==> config.mk <==
export PLATFORM = sky130hd
export DESIGN_NAME = fetch_unit_flat
export DESIGN_NICKNAME = d
export VERILOG_FILES = /design/src/rtl/fetch_unit_if.sv /design/src/rtl/fetch_unit.sv /design/src/flat_wrapper.sv
export SDC_FILE = /design/constraint.sdc
export NUM_CORES = 1
export LEC_CHECK = 0
export CAP_MARGIN = 20
export CORE_UTILIZATION = 50
export CTS_BUF_LIST = sky130_fd_sc_hd__clkbuf_8
export DETAILED_ROUTE_END_ITERATION = 8
export PLACE_DENSITY = 0.95
export SLEW_MARGIN = 20
export SYNTH_ARGS = -nofsm -noshare
export SYNTH_HDL_FRONTEND = slang
export SYNTH_SLANG_ARGS = --single-unit
==> constraint.sdc <==
create_clock -name Clk -period 6.2 [get_ports Clk]
set_clock_uncertainty 0.2 [all_clocks]
set_input_delay 0.62 -clock Clk [delete_from_list [all_inputs] [get_ports Clk]]
set_output_delay 0.62 -clock Clk [all_outputs]
set_load 0.1 [all_outputs]
==> src/rtl/fetch_unit_if.sv <==
`default_nettype none
// ============================================================================
// Module      : fetch_unit_if
// Description : Bundles the control-unit, instruction-memory and IF/ID
//               signals of the instruction-fetch stage.
//               master : the fetch unit (drives Imem_req/Imem_addr, Pc,
//                        IF/ID register outputs and Flush).
//               slave  : the surrounding pipeline / memory (drives Stall,
//                        Pcsrc, targets, Imem_ack, Imem_data).
// Revision    : 1.0  initial release
// ============================================================================
interface fetch_unit_if;
    logic        Stall;
    logic [1:0]  Pcsrc;
    logic [31:0] Br_target;
    logic [31:0] J_target;
    logic        Imem_req;
    logic [31:0] Imem_addr;
    logic        Imem_ack;
    logic [31:0] Imem_data;
    logic [31:0] Pc;
    logic [31:0] D_Inst;
    logic [31:0] D_Pc4;
    logic        D_Valid;
    logic        Flush;

    modport master (
        input  Stall, Pcsrc, Br_target, J_target, Imem_ack, Imem_data,
        output Imem_req, Imem_addr, Pc, D_Inst, D_Pc4, D_Valid, Flush
    );

    modport slave (
        output Stall, Pcsrc, Br_target, J_target, Imem_ack, Imem_data,
        input  Imem_req, Imem_addr, Pc, D_Inst, D_Pc4, D_Valid, Flush
    );
endinterface
`default_nettype wire

==> src/rtl/fetch_unit.sv <==
`default_nettype none
// ============================================================================
// Module      : fetch_unit
// Description : Instruction-fetch stage. Holds the PC, requests instructions
//               from instruction memory and loads the IF/ID register. A
//               one-entry skid buffer captures a word that returns while the
//               pipeline is stalled so the memory cycle is not repeated.
// Ports       : Clk  - rising-edge clock
//               Rst  - synchronous active-high reset
//               bus  - fetch_unit_if.master (control inputs, imem request /
//                      response, Pc, IF/ID outputs, Flush)
// Revision    : 1.0  initial release
// ============================================================================
module fetch_unit #(
    parameter logic [31:0] RESET_PC = 32'h0000_0000,
    parameter logic [31:0] NOP_INST = 32'h0000_0000
) (
    input  wire logic       Clk,
    input  wire logic       Rst,
    fetch_unit_if.master    bus
);

    // FETCH: request outstanding, skid buffer empty.
    // HOLD : skid buffer holds a word captured during a stall, no request.
    typedef enum logic [0:0] {
        ST_FETCH = 1'b0,
        ST_HOLD  = 1'b1
    } state_t;

    state_t      r_state;
    state_t      w_state_nxt;
    logic [31:0] r_pc;
    logic [31:0] w_pc_nxt;
    logic [31:0] r_sb_inst;
    logic [31:0] w_sb_inst_nxt;
    logic [31:0] r_d_inst;
    logic [31:0] w_d_inst_nxt;
    logic [31:0] r_d_pc4;
    logic [31:0] w_d_pc4_nxt;
    logic        r_d_valid;
    logic        w_d_valid_nxt;
    logic [31:0] w_pc_plus4;

    // 32-bit modulo add: 0xFFFF_FFFC + 4 wraps to 0.
    assign w_pc_plus4 = r_pc + 32'd4;

    always_ff @(posedge Clk) begin
        if (Rst) begin
            r_state   <= ST_FETCH;
            r_pc      <= RESET_PC;
            r_sb_inst <= '0;
            r_d_inst  <= NOP_INST;
            r_d_pc4   <= '0;
            r_d_valid <= 1'b0;
        end else begin
            r_state   <= w_state_nxt;
            r_pc      <= w_pc_nxt;
            r_sb_inst <= w_sb_inst_nxt;
            r_d_inst  <= w_d_inst_nxt;
            r_d_pc4   <= w_d_pc4_nxt;
            r_d_valid <= w_d_valid_nxt;
        end
    end

    always_comb begin
        w_state_nxt   = r_state;
        w_pc_nxt      = r_pc;
        w_sb_inst_nxt = r_sb_inst;
        w_d_inst_nxt  = r_d_inst;
        w_d_pc4_nxt   = r_d_pc4;
        w_d_valid_nxt = r_d_valid;

        if (bus.Pcsrc[1]) begin
            // Redirect wins over stall; any word returning now belongs to
            // the wrong path and the skid contents are dropped as well.
            w_pc_nxt      = bus.Pcsrc[0] ? bus.J_target : bus.Br_target;
            w_d_inst_nxt  = NOP_INST;
            w_d_valid_nxt = 1'b0;
            w_sb_inst_nxt = '0;
            w_state_nxt   = ST_FETCH;
        end else begin
            case (r_state)
                ST_FETCH: begin
                    if (bus.Imem_ack) begin
                        if (!bus.Stall) begin
                            w_d_inst_nxt  = bus.Imem_data;
                            w_d_pc4_nxt   = w_pc_plus4;
                            w_d_valid_nxt = 1'b1;
                            w_pc_nxt      = w_pc_plus4;
                        end else begin
                            // Park the word; PC stays so D_Pc4 is computed
                            // from the right address on release.
                            w_sb_inst_nxt = bus.Imem_data;
                            w_state_nxt   = ST_HOLD;
                        end
                    end else if (!bus.Stall) begin
                        w_d_inst_nxt  = NOP_INST;
                        w_d_valid_nxt = 1'b0;
                    end
                end
                ST_HOLD: begin
                    if (!bus.Stall) begin
                        w_d_inst_nxt  = r_sb_inst;
                        w_d_pc4_nxt   = w_pc_plus4;
                        w_d_valid_nxt = 1'b1;
                        w_pc_nxt      = w_pc_plus4;
                        w_state_nxt   = ST_FETCH;
                    end
                end
                default: begin
                    w_state_nxt = ST_FETCH;
                end
            endcase
        end
    end

    assign bus.Imem_req  = (r_state == ST_FETCH);
    assign bus.Imem_addr = r_pc;
    assign bus.Pc        = r_pc;
    assign bus.D_Inst    = r_d_inst;
    assign bus.D_Pc4     = r_d_pc4;
    assign bus.D_Valid   = r_d_valid;
    // Combinational so ID/EX can be squashed in the redirect cycle itself.
    assign bus.Flush     = bus.Pcsrc[1] & ~Rst;

endmodule
`default_nettype wire

==> src/flat_wrapper.sv <==
// flat-port wrapper written by rule: the top's interface ports become plain ports
module fetch_unit_flat 
#(
    parameter logic [31:0] RESET_PC = 32'h0000_0000,
    parameter logic [31:0] NOP_INST = 32'h0000_0000
)
  (Clk, Rst, bus_Stall, bus_Pcsrc, bus_Br_target, bus_J_target, bus_Imem_ack, bus_Imem_data, bus_Imem_req, bus_Imem_addr, bus_Pc, bus_D_Inst, bus_D_Pc4, bus_D_Valid, bus_Flush);
  fetch_unit_if bus_i ();
  input  wire logic Clk;
  input  wire logic Rst;
  input wire logic [$bits(bus_i.Stall)-1:0] bus_Stall;
  input wire logic [$bits(bus_i.Pcsrc)-1:0] bus_Pcsrc;
  input wire logic [$bits(bus_i.Br_target)-1:0] bus_Br_target;
  input wire logic [$bits(bus_i.J_target)-1:0] bus_J_target;
  input wire logic [$bits(bus_i.Imem_ack)-1:0] bus_Imem_ack;
  input wire logic [$bits(bus_i.Imem_data)-1:0] bus_Imem_data;
  output wire logic [$bits(bus_i.Imem_req)-1:0] bus_Imem_req;
  output wire logic [$bits(bus_i.Imem_addr)-1:0] bus_Imem_addr;
  output wire logic [$bits(bus_i.Pc)-1:0] bus_Pc;
  output wire logic [$bits(bus_i.D_Inst)-1:0] bus_D_Inst;
  output wire logic [$bits(bus_i.D_Pc4)-1:0] bus_D_Pc4;
  output wire logic [$bits(bus_i.D_Valid)-1:0] bus_D_Valid;
  output wire logic [$bits(bus_i.Flush)-1:0] bus_Flush;
  assign bus_i.Stall = bus_Stall;
  assign bus_i.Pcsrc = bus_Pcsrc;
  assign bus_i.Br_target = bus_Br_target;
  assign bus_i.J_target = bus_J_target;
  assign bus_i.Imem_ack = bus_Imem_ack;
  assign bus_i.Imem_data = bus_Imem_data;
  assign bus_Imem_req = bus_i.Imem_req;
  assign bus_Imem_addr = bus_i.Imem_addr;
  assign bus_Pc = bus_i.Pc;
  assign bus_D_Inst = bus_i.D_Inst;
  assign bus_D_Pc4 = bus_i.D_Pc4;
  assign bus_D_Valid = bus_i.D_Valid;
  assign bus_Flush = bus_i.Flush;
  fetch_unit #(.RESET_PC(RESET_PC), .NOP_INST(NOP_INST)) u_core (.Clk(Clk), .Rst(Rst), .bus(bus_i));
endmodule
Yosys cells after proc, flatten, opt, wreduce, memory -nomap -nowiden --
Cells that the tools add are included.
Cells by class: eq/ne operators 5, multiplexer cells 20, bitwise logic cells 4, reductions and logical operators 4, add/sub/neg operators 1
Operators with widths (count):
- $mux W32 | 10
- $pmux W32 S2 | 3
- $add A32 B3 Y32 const B | 1
- $ne A2 B2 Y1 const B | 3
- $ne A3 B3 Y1 const B | 2
- $mux W1 | 5
- $pmux W1 S2 | 2
- $reduce_and A2 Y1 | 2
- $not A1 Y1 | 3
- $reduce_and A3 Y1 | 1
- $reduce_or A2 Y1 | 1
- $and A1 B1 Y1 | 1
Word-level totals: output and inout bits 131, flip-flop bits (word level) 130

Logic depth before layout (Yosys ltp) --
Gate-level depths: netlist (run 1).
depth in word-level cells 5, gate-level depth with buffers 7, depth with buffers taken out 6

Least setup slack after synthesis (run 1) --
No wires, ideal clock.
path kind register to register, from register u_core.r_pc[2] (netlist: u_core.bus.Imem_addr[2]), to register u_core.r_d_pc4[30] (netlist: u_core.bus.D_Pc4[30]), clock period less this slack 3.521 ns, buffers on the path 0, arrival time 3.230 ns, stages on the path, launching flop included 7, library setup time 0.091 ns, data required time 5.909 ns, path slack 2.679 ns, cell sequence dfxtp_1 ha_1 nand3_4 or4_4 or4_4 or3_1 a311oi_1
On the way: longest elaborated chain between the ends 4
Ends and longest elaborated chain:
- start: declaration | RTL line fetch_unit.sv:32 | logic [31:0] r_pc;
- start signal: assignment | RTL line fetch_unit.sv:57 | r_pc <= w_pc_nxt;
- $add A32 B3 Y32 (*) | RTL line fetch_unit.sv:45 | assign w_pc_plus4 = r_pc + 32'd4;
- $mux W32 (*) | RTL line fetch_unit.sv:85, fetch_unit.sv:102
- $mux W32 | RTL line fetch_unit.sv:84 | if (bus.Imem_ack) begin
- $pmux W32 S2 (*) | RTL line fetch_unit.sv:82 | case (r_state)
- end signal: assignment | RTL line fetch_unit.sv:60 | r_d_pc4 <= w_d_pc4_nxt;
- end: declaration | RTL line fetch_unit.sv:38 | logic [31:0] r_d_pc4;
Every way passes the cells marked *; elsewhere a longest branch is shown, timed or not. The select of a mux whose other input is x is not followed. A chain may end at the register's enable or synchronous reset.

Worst setup path after layout (run 1) --
from input port bus_Pcsrc[1], to output port bus_Flush
On the way: longest elaborated chain between the ends 1
Ends and longest elaborated chain:
- start: declaration | RTL line flat_wrapper.sv:12 | input wire logic [$bits(bus_i.Pcsrc)-1:0] bus_Pcsrc;
- $and A1 B1 Y1 | RTL line fetch_unit.sv:124 | assign bus.Flush = bus.Pcsrc[1] & ~Rst;
- end: declaration | RTL line flat_wrapper.sv:23 | output wire logic [$bits(bus_i.Flush)-1:0] bus_Flush;
No other way between the ends.

==> results of run 1 <==
-- cells by family (layout without fill, tap and decap cells) --
family,Yosys count,after routing
XOR/XNOR,49,49
AO/OA/AOI/OAI,178,178
buffers and inverters,109,276
flip-flops,130,130
AND/OR/NAND/NOR,321,321
adder cells (fa/ha/maj),1,1
multiplexers,32,32
-- layout make-up --
type | count | area (um^2)
multi-input combinational | 581 | 3270
clock buffer | 21 | 289
fill | 958 | 3430
tap | 168 | 210
sequential | 130 | 2600
clock inverter | 9 | 66.3
timing repair buffer | 242 | 2380
inverter | 4 | 15.0
-- cell usage in the layout, fill, tap and decap left out, drive strengths merged, types with 2 or more instances in the layout --
master	instances
buf	14
inv	6
nor3	19
a211oi	37
nor2	85
nand2	127
xor2	21
nand3	46
a21oi	110
or4	2
nand2b	2
or3	3
a311oi	4
o22ai	7
clkbuf	21
dfxtp	130
nor3b	2
and3b	2
or2	2
o21a	9
mux2i	32
nor4b	2
nor4	9
xnor2	28
and3	3
clkdlybuf4s50	228
clkinv	6
o21ai	5
nand4	12
-- critical path, stage by stage --
cell	delay, ns
sky130_fd_sc_hd__buf_2	0.08
sky130_fd_sc_hd__buf_4	0.45
sky130_fd_sc_hd__nand2b_1	0.41
sky130_fd_sc_hd__inv_1	0.13
sky130_fd_sc_hd__clkdlybuf4s50_1	1.14
-- layer usage --
| metal | track usage [%] | vias up | part of all wire (%) |
|---|---|---|---|
| met1 | 35.9 | 2985 | 43 |
| met3 | 4.22 | 36 | 5.5 |
| met5 | 0 | - | 0 |
| met2 | 46.7 | 261 | 49 |
| li1 | - | 3103 | - |
| met4 | 12.4 | 0 | 2.7 |
-- registers in the layout, indices dropped and copies added, names as in the netlist --
| register | count |
|---|---|
| u_core.bus.D_Inst | 32 |
| u_core.bus.D_Pc4 | 32 |
| u_core.bus.D_Valid | 1 |
| u_core.bus.Imem_addr | 32 |
| u_core.r_sb_inst | 32 |
| u_core.r_state | 1 |
-- path summary, 6_finish.rpt --
kind	endpoint	slack, ns	cells after the start	start
min reg2reg	u_core.r_sb_inst[13]	0.26	2	u_core.r_sb_inst[13]
max	bus_Flush	2.54	5	bus_Pcsrc[1]
min	u_core.r_sb_inst[13]	0.26	2	u_core.r_sb_inst[13]
max reg2reg	u_core.bus.D_Pc4[30]	3.10	6	u_core.bus.Imem_addr[3]
-- metrics by stage --
step / power (W) / util (%)
after floorplan: 0.00142 / -
after global placement: 0.00159 / 69.1
after detailed placement: 0.00160 / 69.1
after CTS: 0.00224 / 72.0
after global routing: 0.00231 / 72.0
final: 0.00223 / 72.0
-- synth_stat cells, types with 2 or more instances --
cell                       number
sky130_fd_sc_hd__buf_4         34
sky130_fd_sc_hd__dfxtp_1      130
sky130_fd_sc_hd__a311oi_1       4
sky130_fd_sc_hd__or4_4          2
sky130_fd_sc_hd__and3_1         3
sky130_fd_sc_hd__nor4b_1        2
sky130_fd_sc_hd__o21a_1         9
sky130_fd_sc_hd__buf_1         16
sky130_fd_sc_hd__nor4_1         8
sky130_fd_sc_hd__nand3_1       45
sky130_fd_sc_hd__nor3_1        19
sky130_fd_sc_hd__inv_1          3
sky130_fd_sc_hd__a211oi_1      37
sky130_fd_sc_hd__or2_2          2
sky130_fd_sc_hd__mux2i_1       32
sky130_fd_sc_hd__xor2_1        21
sky130_fd_sc_hd__buf_2          3
sky130_fd_sc_hd__o21ai_0        5
sky130_fd_sc_hd__clkbuf_1      52
sky130_fd_sc_hd__and3b_1        2
sky130_fd_sc_hd__o22ai_1        7
sky130_fd_sc_hd__xnor2_1       28
sky130_fd_sc_hd__nand2_1      127
sky130_fd_sc_hd__nor2_1        85
sky130_fd_sc_hd__or3_1          3
sky130_fd_sc_hd__a21oi_1      110
sky130_fd_sc_hd__nor3b_1        2
sky130_fd_sc_hd__nand2b_1       2
sky130_fd_sc_hd__nand4_1       12
-- where the power goes --
part | internal (W) | leakage (nW) | switching, W
logic | 0.000189 | 1.79 | 0.000472
registers | 0.000871 | 1.06 | 0.0000491
clock network | 0.000348 | 0.201 | 0.000306
total | 0.00141 | 3.05 | 0.000826
==> run_summary.xml, run 1 <==
<?xml version="1.0" encoding="UTF-8"?>
<metrics>
  <group name="global_routing">
    <metric name="grt_start_max_net_pins" unit="">72</metric>
    <metric name="grtUsageTotal" unit="%">28.0</metric>
    <metric name="initial_antenna_violation_count" unit="">0</metric>
    <metric name="grt_remaining_overflow" unit="">0</metric>
    <metric name="first_pass_grt_wire_length" unit="mm">29.0</metric>
    <metric name="vias_in_the_first_global_route" unit="">5920</metric>
  </group>
  <group name="drt">
    <metric name="drc" unit="">0</metric>
    <metric name="routed_via_density" unit="">5.53</metric>
    <metric name="drt-total-wl" unit="mm">18.7</metric>
    <metric name="routed_wire_length_per_instance" unit="um">16.2</metric>
    <metric name="dr_total_vias" unit="">6385</metric>
    <metric name="drt-initial-drc-count" unit="">565</metric>
    <metric name="detailedRoute.firstPassIterationCount" unit="">5</metric>
    <metric name="antenna_left" unit="">0</metric>
  </group>
  <group name="clocking">
    <metric name="cts_hold_buf" unit="">0</metric>
    <metric name="cts_num_sinks" unit="">130</metric>
    <metric name="depth_of_the_cts_h_tree" unit="">4</metric>
    <metric name="clkLatencyLatePin" unit="ns">0.41</metric>
    <metric name="cts-buffers-inserted" unit="">17</metric>
    <metric name="post-cts-setup-buffer-count" unit="">0</metric>
    <metric name="tritoncts_clock_tree" unit="">done</metric>
    <metric name="post_cts_resized" unit="">0</metric>
    <metric name="ctsRootBufferMaster" unit="">sky130_fd_sc_hd__clkbuf_8</metric>
    <metric name="clkSlewWorstSetupHoldPaths" unit="ns">0.07</metric>
    <metric name="clock_path_buffers" unit="">2</metric>
  </group>
  <group name="synthesis">
    <metric name="synthCells" unit="">820</metric>
    <metric name="synth-main-ff-cell" unit="">sky130_fd_sc_hd__dfxtp_1</metric>
    <metric name="synth_compound_gate_area_share" unit="%">16.4</metric>
    <metric name="warnings_synthesis" unit="">0</metric>
    <metric name="syn-num-nets" unit="">923</metric>
    <metric name="post_synth_instance_area" unit="mm^2">0.00640</metric>
    <metric name="yosys.cell_types.count" unit="">44</metric>
    <metric name="synth.area.top_cells" unit="">sky130_fd_sc_hd__dfxtp_1, sky130_fd_sc_hd__a21oi_1, sky130_fd_sc_hd__nand2_1</metric>
    <metric name="ys_async_sr_fraction" unit="%">0</metric>
    <metric name="post_synth.cell_area_avg" unit="um^2">7.81</metric>
    <metric name="synth-edff-count" unit="">0</metric>
    <metric name="dominant_combinational_cell_family_by_area_after_synthesis" unit="">simple AND/OR/NAND/NOR gates</metric>
    <metric name="post-synth-top-area-fraction" unit="%">40.7</metric>
    <metric name="post_synth_top_area_cell" unit="">sky130_fd_sc_hd__dfxtp_1</metric>
    <metric name="post_synth_fa_ha_maj_area_fraction" unit="%">0.195</metric>
    <metric name="synth-seq-cells" unit="">130</metric>
    <metric name="post_synth_mux_area_share" unit="%">5.00</metric>
    <metric name="yosys.area_share.xor_xnor" unit="%">6.70</metric>
    <metric name="synth_sequential_area_ratio" unit="%">40.7</metric>
    <metric name="synthSimpleGateAreaFrac" unit="%">22.6</metric>
  </group>
  <group name="critical_path">
    <metric name="critical_path.max_fanout" unit="">56</metric>
    <metric name="setup_crit_end_kind" unit="">output port</metric>
    <metric name="crit_required" unit="ns">5.38</metric>
    <metric name="cp_startpoint_kind" unit="">input pin</metric>
    <metric name="critical_path_class" unit="">input pin to output port</metric>
    <metric name="critPathArrivalTime" unit="ns">2.84</metric>
  </group>
  <group name="placement">
    <metric name="place_congestion" unit="">0.832</metric>
    <metric name="placed_cell_area" unit="mm^2">0.00848</metric>
    <metric name="placed_cells_incl_taps" unit="">1125</metric>
    <metric name="detailed_place_hpwl" unit="mm">12.9</metric>
    <metric name="placement.io_buffers" unit="">232</metric>
    <metric name="detailedPlace.worstSlack" unit="ns">2.55</metric>
  </group>
  <group name="sta">
    <metric name="timing.final.setup_violations" unit="">0</metric>
    <metric name="totalNegativeSetupSlack" unit="ns">0</metric>
    <metric name="timing.final.hold_violations" unit="">0</metric>
    <metric name="final_max_slew_viols" unit="">0</metric>
    <metric name="fmaxAchievable" unit="MHz">273</metric>
    <metric name="final.setup.worst_slack" unit="ns">2.54</metric>
    <metric name="finalCriticalPeriod" unit="ns">3.66</metric>
    <metric name="worst_slew_pin_slew" unit="ns">1.07</metric>
    <metric name="hold_slack" unit="ns">0.255</metric>
    <metric name="rsz_0062_raised_after_global_routing" unit="">false</metric>
    <metric name="final_min_period_over_clock_period" unit="%">59.0</metric>
    <metric name="timing.max_slew.rel_slack" unit="%">28.6</metric>
  </group>
  <group name="floorplan">
    <metric name="core-area" unit="mm^2">0.0123</metric>
    <metric name="die_area" unit="mm^2">0.0133</metric>
    <metric name="chipHeight" unit="um">115</metric>
    <metric name="std_cell_rows" unit="">40</metric>
    <metric name="start_util" unit="%">52.2</metric>
    <metric name="die_width" unit="um">115</metric>
    <metric name="design.portCount" unit="">233</metric>
  </group>
  <group name="layout">
    <metric name="post_layout_nonfiller_instances" unit="">1155</metric>
    <metric name="number_of_inserted_diodes" unit="">0</metric>
    <metric name="final_net_count" unit="">1079</metric>
    <metric name="area_growth_syn_to_layout" unit="%">38.0</metric>
    <metric name="fin_area" unit="mm^2">0.00883</metric>
    <metric name="post_route_cells_drive_above_1_share" unit="%">5.17</metric>
  </group>
  <group name="worst_hold_path">
    <metric name="hold_path_class" unit="">flip-flop to flip-flop</metric>
  </group>
  <group name="run_status">
    <metric name="outcome" unit="">completed</metric>
  </group>
  <group name="pwr">
    <metric name="leakagePower" unit="nW">3.05</metric>
    <metric name="irDropWorstVdd" unit="mV">0.160</metric>
    <metric name="p_per_area" unit="mW/mm^2">253</metric>
  </group>
  <group name="job">
    <metric name="maxCapViolCount" unit="">0</metric>
  </group>
</metrics>
(Power assumes the default switching activity.)
==> run 2: changes to the inputs <==
--- a/config.mk
+++ b/config.mk
@@ -6,10 +6,10 @@
 export NUM_CORES = 1
 export LEC_CHECK = 0
 export CAP_MARGIN = 20
-export CORE_UTILIZATION = 50
+export CORE_UTILIZATION = 46
 export CTS_BUF_LIST = sky130_fd_sc_hd__clkbuf_8
 export DETAILED_ROUTE_END_ITERATION = 8
-export PLACE_DENSITY = 0.95
+export PLACE_DENSITY = 0.9
 export SLEW_MARGIN = 20
 export SYNTH_ARGS = -nofsm -noshare
 export SYNTH_HDL_FRONTEND = slang
==> constraint.sdc (replaced) <==
create_clock -name Clk -period 3.8 [get_ports Clk]
set_clock_uncertainty 0.2 [all_clocks]
set_input_delay 0.38 -clock Clk [delete_from_list [all_inputs] [get_ports Clk]]
set_output_delay 0.38 -clock Clk [all_outputs]
set_load 0.1 [all_outputs]
==> run 2 against run 1 <==
Effect of this change: critical path depth grew 1; sequential power grew 63%; die area grew 8.5%; combinational power grew 65%; critical path type is now flip-flop to flip-flop; largest power group unchanged.
==> run_summary.xml, run 2 (synthesized netlist as in run 1, its figures left out) <==
<?xml version="1.0" encoding="UTF-8"?>
<metrics>
  <group name="run_status">
    <metric name="outcome" unit="">completed</metric>
  </group>
  <group name="floorplan">
    <metric name="std_cell_rows" unit="">42</metric>
    <metric name="start_util" unit="%">47.8</metric>
    <metric name="die_width" unit="um">120</metric>
    <metric name="design.portCount" unit="">233</metric>
    <metric name="chipHeight" unit="um">120</metric>
    <metric name="core-area" unit="mm^2">0.0134</metric>
    <metric name="die_area" unit="mm^2">0.0144</metric>
  </group>
  <group name="sta">
    <metric name="timing.max_slew.rel_slack" unit="%">27.8</metric>
    <metric name="timing.final.hold_violations" unit="">0</metric>
    <metric name="timing.final.setup_violations" unit="">0</metric>
    <metric name="rsz_0062_raised_after_global_routing" unit="">false</metric>
    <metric name="worst_slew_pin_slew" unit="ns">1.08</metric>
    <metric name="final_max_slew_viols" unit="">0</metric>
    <metric name="totalNegativeSetupSlack" unit="ns">0</metric>
    <metric name="finalCriticalPeriod" unit="ns">3.04</metric>
    <metric name="hold_slack" unit="ns">0.255</metric>
    <metric name="final_min_period_over_clock_period" unit="%">80.0</metric>
    <metric name="fmaxAchievable" unit="MHz">329</metric>
  </group>
  <group name="job">
    <metric name="maxCapViolCount" unit="">0</metric>
  </group>
  <group name="clocking">
    <metric name="clkSlewWorstSetupHoldPaths" unit="ns">0.07</metric>
    <metric name="post_cts_resized" unit="">0</metric>
    <metric name="cts_num_sinks" unit="">130</metric>
    <metric name="clock_path_buffers" unit="">2</metric>
    <metric name="depth_of_the_cts_h_tree" unit="">4</metric>
    <metric name="tritoncts_clock_tree" unit="">done</metric>
    <metric name="clkLatencyLatePin" unit="ns">0.44</metric>
    <metric name="ctsRootBufferMaster" unit="">sky130_fd_sc_hd__clkbuf_8</metric>
    <metric name="post-cts-setup-buffer-count" unit="">0</metric>
    <metric name="cts_hold_buf" unit="">1</metric>
    <metric name="cts-buffers-inserted" unit="">17</metric>
  </group>
  <group name="critical_path">
    <metric name="worst_path_dominant_cell_family" unit="">simple AND/OR/NAND/NOR gates</metric>
    <metric name="critPathArrivalTime" unit="ns">3.19</metric>
    <metric name="setup_crit_end_kind" unit="">flip-flop</metric>
    <metric name="critical_path.n_buffers_inverters" unit="">0</metric>
    <metric name="cp_startpoint_kind" unit="">flip-flop</metric>
    <metric name="crit_required" unit="ns">3.95</metric>
    <metric name="critical_path.slowest_cell" unit="">sky130_fd_sc_hd__or4_4</metric>
    <metric name="slowest_delay" unit="ns">0.68</metric>
    <metric name="critical_path.max_fanout" unit="">12</metric>
    <metric name="crit_top_cell" unit="">sky130_fd_sc_hd__or4_4</metric>
    <metric name="timing.critical_path.cells" unit="">ha_1, nand3_4, or4_4, or4_4, or3_1, a311oi_1</metric>
    <metric name="critical_path_class" unit="">flip-flop to flip-flop</metric>
  </group>
  <group name="pwr">
    <metric name="share_seq_of_total_power" unit="%">37.8</metric>
    <metric name="p_switching" unit="W">0.00141</metric>
    <metric name="switching_share" unit="%">35.5</metric>
    <metric name="p_per_area" unit="mW/mm^2">441</metric>
    <metric name="leakagePower" unit="nW">3.12</metric>
    <metric name="clock_power_share" unit="%">34.8</metric>
    <metric name="p_comb_share" unit="%">27.5</metric>
    <metric name="power.internal" unit="W">0.00256</metric>
    <metric name="irDropWorstVdd" unit="mV">0.241</metric>
  </group>
  <group name="layout">
    <metric name="final_cell_mix" unit="">sky130_fd_sc_hd__clkdlybuf4s50_1, sky130_fd_sc_hd__dfxtp_1, sky130_fd_sc_hd__nand2_1, sky130_fd_sc_hd__a21oi_1, sky130_fd_sc_hd__nor2_1</metric>
    <metric name="final_net_count" unit="">1082</metric>
    <metric name="num-fill-cells" unit="">1069</metric>
    <metric name="post_route_cells_drive_above_1_share" unit="%">5.65</metric>
    <metric name="post_layout_nonfiller_instances" unit="">1168</metric>
    <metric name="number_of_inserted_diodes" unit="">0</metric>
    <metric name="final_common_cell" unit="">sky130_fd_sc_hd__clkdlybuf4s50_1</metric>
    <metric name="area_growth_syn_to_layout" unit="%">40.3</metric>
  </group>
  <group name="drt">
    <metric name="drc" unit="">0</metric>
    <metric name="antenna_left" unit="">0</metric>
    <metric name="drt-initial-drc-count" unit="">840</metric>
    <metric name="detailedRoute.firstPassIterationCount" unit="">6</metric>
    <metric name="drt-total-wl" unit="mm">19.4</metric>
    <metric name="routed_via_density" unit="">5.62</metric>
    <metric name="routed_wire_length_per_instance" unit="um">16.6</metric>
    <metric name="dr_total_vias" unit="">6562</metric>
  </group>
  <group name="global_routing">
    <metric name="grt_start_max_net_pins" unit="">70</metric>
    <metric name="initial_antenna_violation_count" unit="">0</metric>
    <metric name="grt_remaining_overflow" unit="">0</metric>
    <metric name="grtUsageTotal" unit="%">27.0</metric>
    <metric name="first_pass_grt_wire_length" unit="mm">30.7</metric>
    <metric name="vias_in_the_first_global_route" unit="">6030</metric>
  </group>
  <group name="placement">
    <metric name="detailed_place_hpwl" unit="mm">13.2</metric>
    <metric name="placement.io_buffers" unit="">232</metric>
    <metric name="placed_cells_incl_taps" unit="">1135</metric>
    <metric name="place_congestion" unit="">0.866</metric>
  </group>
  <group name="worst_hold_path">
    <metric name="hold_path_class" unit="">flip-flop to flip-flop</metric>
  </group>
</metrics>
-- run 2: worst min-delay path, stage by stage, from the launching register on --
cell and delay, ns:
sky130_fd_sc_hd__dfxtp_1 0.31, sky130_fd_sc_hd__nand2_1 0.05, sky130_fd_sc_hd__a21oi_1 0.05
-- run 2: worst paths after layout --
kind                                start                   end  slack, ns  cells past startpoint
setup / recovery  u_core.bus.Imem_addr[2]  u_core.bus.D_Pc4[30]       0.76                      6
hold / removal       u_core.r_sb_inst[30]  u_core.r_sb_inst[30]       0.26                      2
setup reg to reg  u_core.bus.Imem_addr[2]  u_core.bus.D_Pc4[30]       0.76                      6
hold reg to reg      u_core.r_sb_inst[30]  u_core.r_sb_inst[30]       0.26                      2
-- run 2: power by group through the flow --
| stage | Clock, W | Sequential, W | Combinational [W] |
|---|---|---|---|
| floorplan | 0 | 0.00184 | 0.000477 |
| global placement | 0 | 0.00152 | 0.00107 |
| detailed placement | 0 | 0.00152 | 0.00108 |
| CTS | 0.00139 | 0.00149 | 0.00109 |
| global route | 0.00147 | 0.00151 | 0.00113 |
| finish | 0.00138 | 0.00150 | 0.00109 |
-- run 2: cell type report --
| type | count | area, um^2 | area share [%] |
|---|---|---|---|
| Multi-Input combinational cell | 581 | 3270 | 36.4 |
| Sequential cell | 130 | 2600 | 29.0 |
| Timing Repair Buffer | 245 | 2410 | 26.8 |
| Clock buffer | 20 | 275 | 3.07 |
| Tap cell | 176 | 220 | 2.45 |
| Clock inverter | 12 | 188 | 2.09 |
| Inverter | 4 | 15.0 | 0.167 |
-- run 2: routing by layer --
layer / track usage [%] / up-vias / part of all wire (%)
li1: - / 3110 / -
met1: 34.1 / 3072 / 42
met2: 43.8 / 324 / 49
met3: 6.84 / 56 / 7.3
met4: 10.9 / 0 / 2.5
met5: 0 / - / 0
-- run 2: metrics by stage --
step / util [%] / total power (W) / area [um^2] / setup WS [ns]
4_1_cts: 67.0 / 0.00397 / 8980 / 0.794
2_1_floorplan: - / 0.00232 / 6400 / 0.279
6_report: 67.0 / 0.00396 / 8980 / 0.760
5_1_grt: 67.0 / 0.00410 / 8980 / 0.603
3_5_place_dp: 63.5 / 0.00261 / 8510 / 0.799
3_3_place_gp: 63.5 / 0.00260 / 8510 / 0.889
==> run 3: changes to the inputs <==
--- a/config.mk
+++ b/config.mk
@@ -6,10 +6,10 @@
 export NUM_CORES = 1
 export LEC_CHECK = 0
 export CAP_MARGIN = 20
-export CORE_UTILIZATION = 46
+export CORE_UTILIZATION = 42
 export CTS_BUF_LIST = sky130_fd_sc_hd__clkbuf_8
 export DETAILED_ROUTE_END_ITERATION = 8
-export PLACE_DENSITY = 0.9
+export PLACE_DENSITY = 0.87
 export SLEW_MARGIN = 20
 export SYNTH_ARGS = -nofsm -noshare
 export SYNTH_HDL_FRONTEND = slang
==> constraint.sdc (replaced) <==
create_clock -name Clk -period 2.7 [get_ports Clk]
set_clock_uncertainty 0.2 [all_clocks]
set_input_delay 0.27 -clock Clk [delete_from_list [all_inputs] [get_ports Clk]]
set_output_delay 0.27 -clock Clk [all_outputs]
set_load 0.1 [all_outputs]
==> run 3 against run 2 <==
Effect of this change: the run now ends with design-rule violations left; final cell count up 2.0%; sequential share of layout area up 1.0 points; utilization down 6.4 points; count of clock-buffer cells in the layout down 2; critical path depth unchanged; worst hold slack worse by 0.11 ns; combinational power up 39%; sequential power up 40%; critical path type unchanged; highest routed layer unchanged.
==> run_summary.xml, run 3 (synthesized netlist as in run 1, its figures left out) <==
<?xml version="1.0" encoding="UTF-8"?>
<metrics>
  <group name="run_status">
    <metric name="outcome" unit="">finished with violations</metric>
    <metric name="violations" unit="">design-rule violations</metric>
  </group>
  <group name="critical_path">
    <metric name="timing.critical_path.cells" unit="">ha_4, nand3_4, or4_4, or4_4, or3_1, a311oi_1</metric>
    <metric name="crit_required" unit="ns">2.85</metric>
    <metric name="regToRegSetupSlack" unit="ns">0.21</metric>
    <metric name="reg2reg_from" unit="">u_core.bus.Imem_addr[2]</metric>
    <metric name="crit_top_cell" unit="">sky130_fd_sc_hd__or4_4</metric>
    <metric name="cp_startpoint_kind" unit="">flip-flop</metric>
    <metric name="setup_crit_end_kind" unit="">flip-flop</metric>
    <metric name="r2r-end" unit="">u_core.bus.D_Pc4[30]</metric>
    <metric name="critPathArrivalTime" unit="ns">2.64</metric>
    <metric name="critical_path.slowest_cell" unit="">sky130_fd_sc_hd__or4_4</metric>
    <metric name="ff2ff_path_depth" unit="">6</metric>
    <metric name="critical_path_class" unit="">flip-flop to flip-flop</metric>
    <metric name="slowest_delay" unit="ns">0.46</metric>
    <metric name="critical_path.max_fanout" unit="">10</metric>
  </group>
  <group name="pwr">
    <metric name="leakagePower" unit="nW">3.44</metric>
    <metric name="irDropWorstVdd" unit="mV">0.485</metric>
    <metric name="p_per_area" unit="mW/mm^2">620</metric>
  </group>
  <group name="sta">
    <metric name="totalNegativeSetupSlack" unit="ns">0</metric>
    <metric name="final.setup.worst_slack" unit="ns">0.210</metric>
    <metric name="timing.final.setup_violations" unit="">0</metric>
    <metric name="hold_slack" unit="ns">0.148</metric>
    <metric name="final_min_period_over_clock_period" unit="%">92.2</metric>
    <metric name="worst_slew_pin_slew" unit="ns">0.651</metric>
    <metric name="finalCriticalPeriod" unit="ns">2.49</metric>
    <metric name="timing.final.hold_violations" unit="">0</metric>
    <metric name="timing.max_slew.rel_slack" unit="%">56.6</metric>
    <metric name="fmaxAchievable" unit="MHz">402</metric>
    <metric name="final_max_slew_viols" unit="">0</metric>
    <metric name="rsz_0062_raised_after_global_routing" unit="">false</metric>
  </group>
  <group name="layout">
    <metric name="postLayoutCoreUtil" unit="%">60.6</metric>
    <metric name="area_growth_syn_to_layout" unit="%">39.1</metric>
    <metric name="final_cell_mix" unit="">sky130_fd_sc_hd__buf_4, sky130_fd_sc_hd__nand2_1, sky130_fd_sc_hd__a21oi_1, sky130_fd_sc_hd__dfxtp_1, sky130_fd_sc_hd__clkdlybuf4s50_1</metric>
    <metric name="final_common_cell" unit="">sky130_fd_sc_hd__buf_4</metric>
    <metric name="num-fill-cells" unit="">1304</metric>
    <metric name="post_route_cells_drive_above_1_share" unit="%">22.3</metric>
    <metric name="final_net_count" unit="">1097</metric>
    <metric name="number_of_inserted_diodes" unit="">0</metric>
  </group>
  <group name="floorplan">
    <metric name="die_area" unit="mm^2">0.0157</metric>
    <metric name="die_width" unit="um">125</metric>
    <metric name="core-area" unit="mm^2">0.0147</metric>
    <metric name="design.portCount" unit="">233</metric>
    <metric name="start_util" unit="%">43.5</metric>
    <metric name="std_cell_rows" unit="">44</metric>
    <metric name="chipHeight" unit="um">125</metric>
  </group>
  <group name="drt">
    <metric name="antenna_left" unit="">0</metric>
    <metric name="detailedRoute.firstPassIterationCount" unit="">7</metric>
    <metric name="drc" unit="">9</metric>
    <metric name="dr_total_vias" unit="">6433</metric>
    <metric name="drt-total-wl" unit="mm">19.2</metric>
    <metric name="routed_wire_length_per_instance" unit="um">16.1</metric>
    <metric name="drt-initial-drc-count" unit="">547</metric>
    <metric name="routed_via_density" unit="">5.40</metric>
  </group>
  <group name="job">
    <metric name="maxCapViolCount" unit="">0</metric>
  </group>
  <group name="placement">
    <metric name="place_congestion" unit="">0.870</metric>
    <metric name="placement.io_buffers" unit="">232</metric>
    <metric name="detailed_place_hpwl" unit="mm">13.6</metric>
    <metric name="detailedPlace.worstSlack" unit="ns">0.256</metric>
  </group>
  <group name="global_routing">
    <metric name="grt_remaining_overflow" unit="">0</metric>
    <metric name="grt_most_used_layer" unit="">met2</metric>
    <metric name="gr-usage-met2" unit="%">39.1</metric>
    <metric name="globalRouteMet1Util" unit="%">31.1</metric>
    <metric name="initial_antenna_violation_count" unit="">0</metric>
    <metric name="vias_in_the_first_global_route" unit="">5950</metric>
    <metric name="grt_start_max_net_pins" unit="">69</metric>
    <metric name="first_pass_grt_wire_length" unit="mm">30.3</metric>
    <metric name="grtUsageTotal" unit="%">24.3</metric>
    <metric name="grt_use_met3" unit="%">5.65</metric>
  </group>
  <group name="clocking">
    <metric name="clkLatencyLatePin" unit="ns">0.44</metric>
    <metric name="cts-buffers-inserted" unit="">17</metric>
    <metric name="cts_hold_buf" unit="">0</metric>
    <metric name="post-cts-setup-buffer-count" unit="">0</metric>
    <metric name="clkSlewWorstSetupHoldPaths" unit="ns">0.08</metric>
    <metric name="clock_path_buffers" unit="">2</metric>
    <metric name="post_cts_resized" unit="">0</metric>
    <metric name="tritoncts_clock_tree" unit="">done</metric>
    <metric name="depth_of_the_cts_h_tree" unit="">4</metric>
    <metric name="cts_num_sinks" unit="">130</metric>
    <metric name="ctsRootBufferMaster" unit="">sky130_fd_sc_hd__clkbuf_8</metric>
  </group>
  <group name="worst_hold_path">
    <metric name="worstHoldPathCells" unit="">4</metric>
    <metric name="hold_path_class" unit="">input pin to flip-flop</metric>
    <metric name="hold_start" unit="">bus_Stall</metric>
    <metric name="hold-path-endpoint" unit="">u_core.bus.D_Valid</metric>
  </group>
</metrics>
==> run 3: cell types whose count changed in the layout (fill, tap and decap cells not counted), sizes merged <==
cell | previous run | this run
clkbuf | 20 | 18
dlygate4sd3 | 1 | 0
inv | 6 | 7
clkinv | 4 | 5
clkdlybuf4s50 | 226 | 97
buf | 18 | 163
==> run 3: per-layer routing <==
metal,vias to the layer above,part of all wire (%)
li1,3140,-
met1,2990,43
met2,263,47
met3,40,6.7
met4,0,2.7
met5,-,0
==> run 3: critical path: cells and delay by family (launching register included) <==
| family | cells | cell delay [ns] |
|---|---|---|
| simple gates | 4 | 1.38 |
| flops | 1 | 0.40 |
| compound gates | 1 | 0.26 |
| fa+ha+maj | 1 | 0.16 |
==> run 3: stage by stage <==
| step | power [W] | cells | instance area [um^2] |
|---|---|---|---|
| 2_1_floorplan | 0.00328 | 820 | 6520 |
| 3_3_place_gp | 0.00364 | 1159 | 8450 |
| 3_5_place_dp | 0.00366 | 1159 | 8450 |
| 4_1_cts | 0.00556 | 1191 | 8910 |
| 5_1_grt | 0.00571 | 1191 | 8910 |
| 6_report | 0.00552 | 1191 | 8910 |
==> run 3: layout make-up <==
cell class | instances | area [um^2] | area share (%)
well taps | 184 | 230 | 2.58
inverters | 4 | 15.0 | 0.169
clock inverters | 14 | 211 | 2.37
repair buffers | 260 | 2250 | 25.2
clock buffers | 18 | 248 | 2.78
multi-input cells | 581 | 3280 | 36.9
flip-flops and latches | 130 | 2670 | 30.0
==> run 3: worst max-delay path by stage <==
stage | startpoint | end | cells after the start
5_1_grt | u_core.bus.Imem_addr[3] | u_core.bus.Imem_addr[26] | 8
2_1_floorplan | u_core.bus.Imem_addr[14] | u_core.bus.D_Pc4[30] | 7
4_1_cts | u_core.bus.Imem_addr[2] | u_core.bus.D_Pc4[30] | 6
3_3_place_gp | u_core.bus.Imem_addr[2] | u_core.bus.D_Pc4[30] | 6
6_report | u_core.bus.Imem_addr[2] | u_core.bus.D_Pc4[30] | 6
3_5_place_dp | u_core.bus.Imem_addr[2] | u_core.bus.D_Pc4[30] | 6
==> run 3: power by group <==
part | switching, W | total, W | internal [W]
registers | 0.000106 | 0.00210 | 0.00200
logic | 0.00110 | 0.00151 | 0.000417
clock network | 0.000781 | 0.00190 | 0.00112
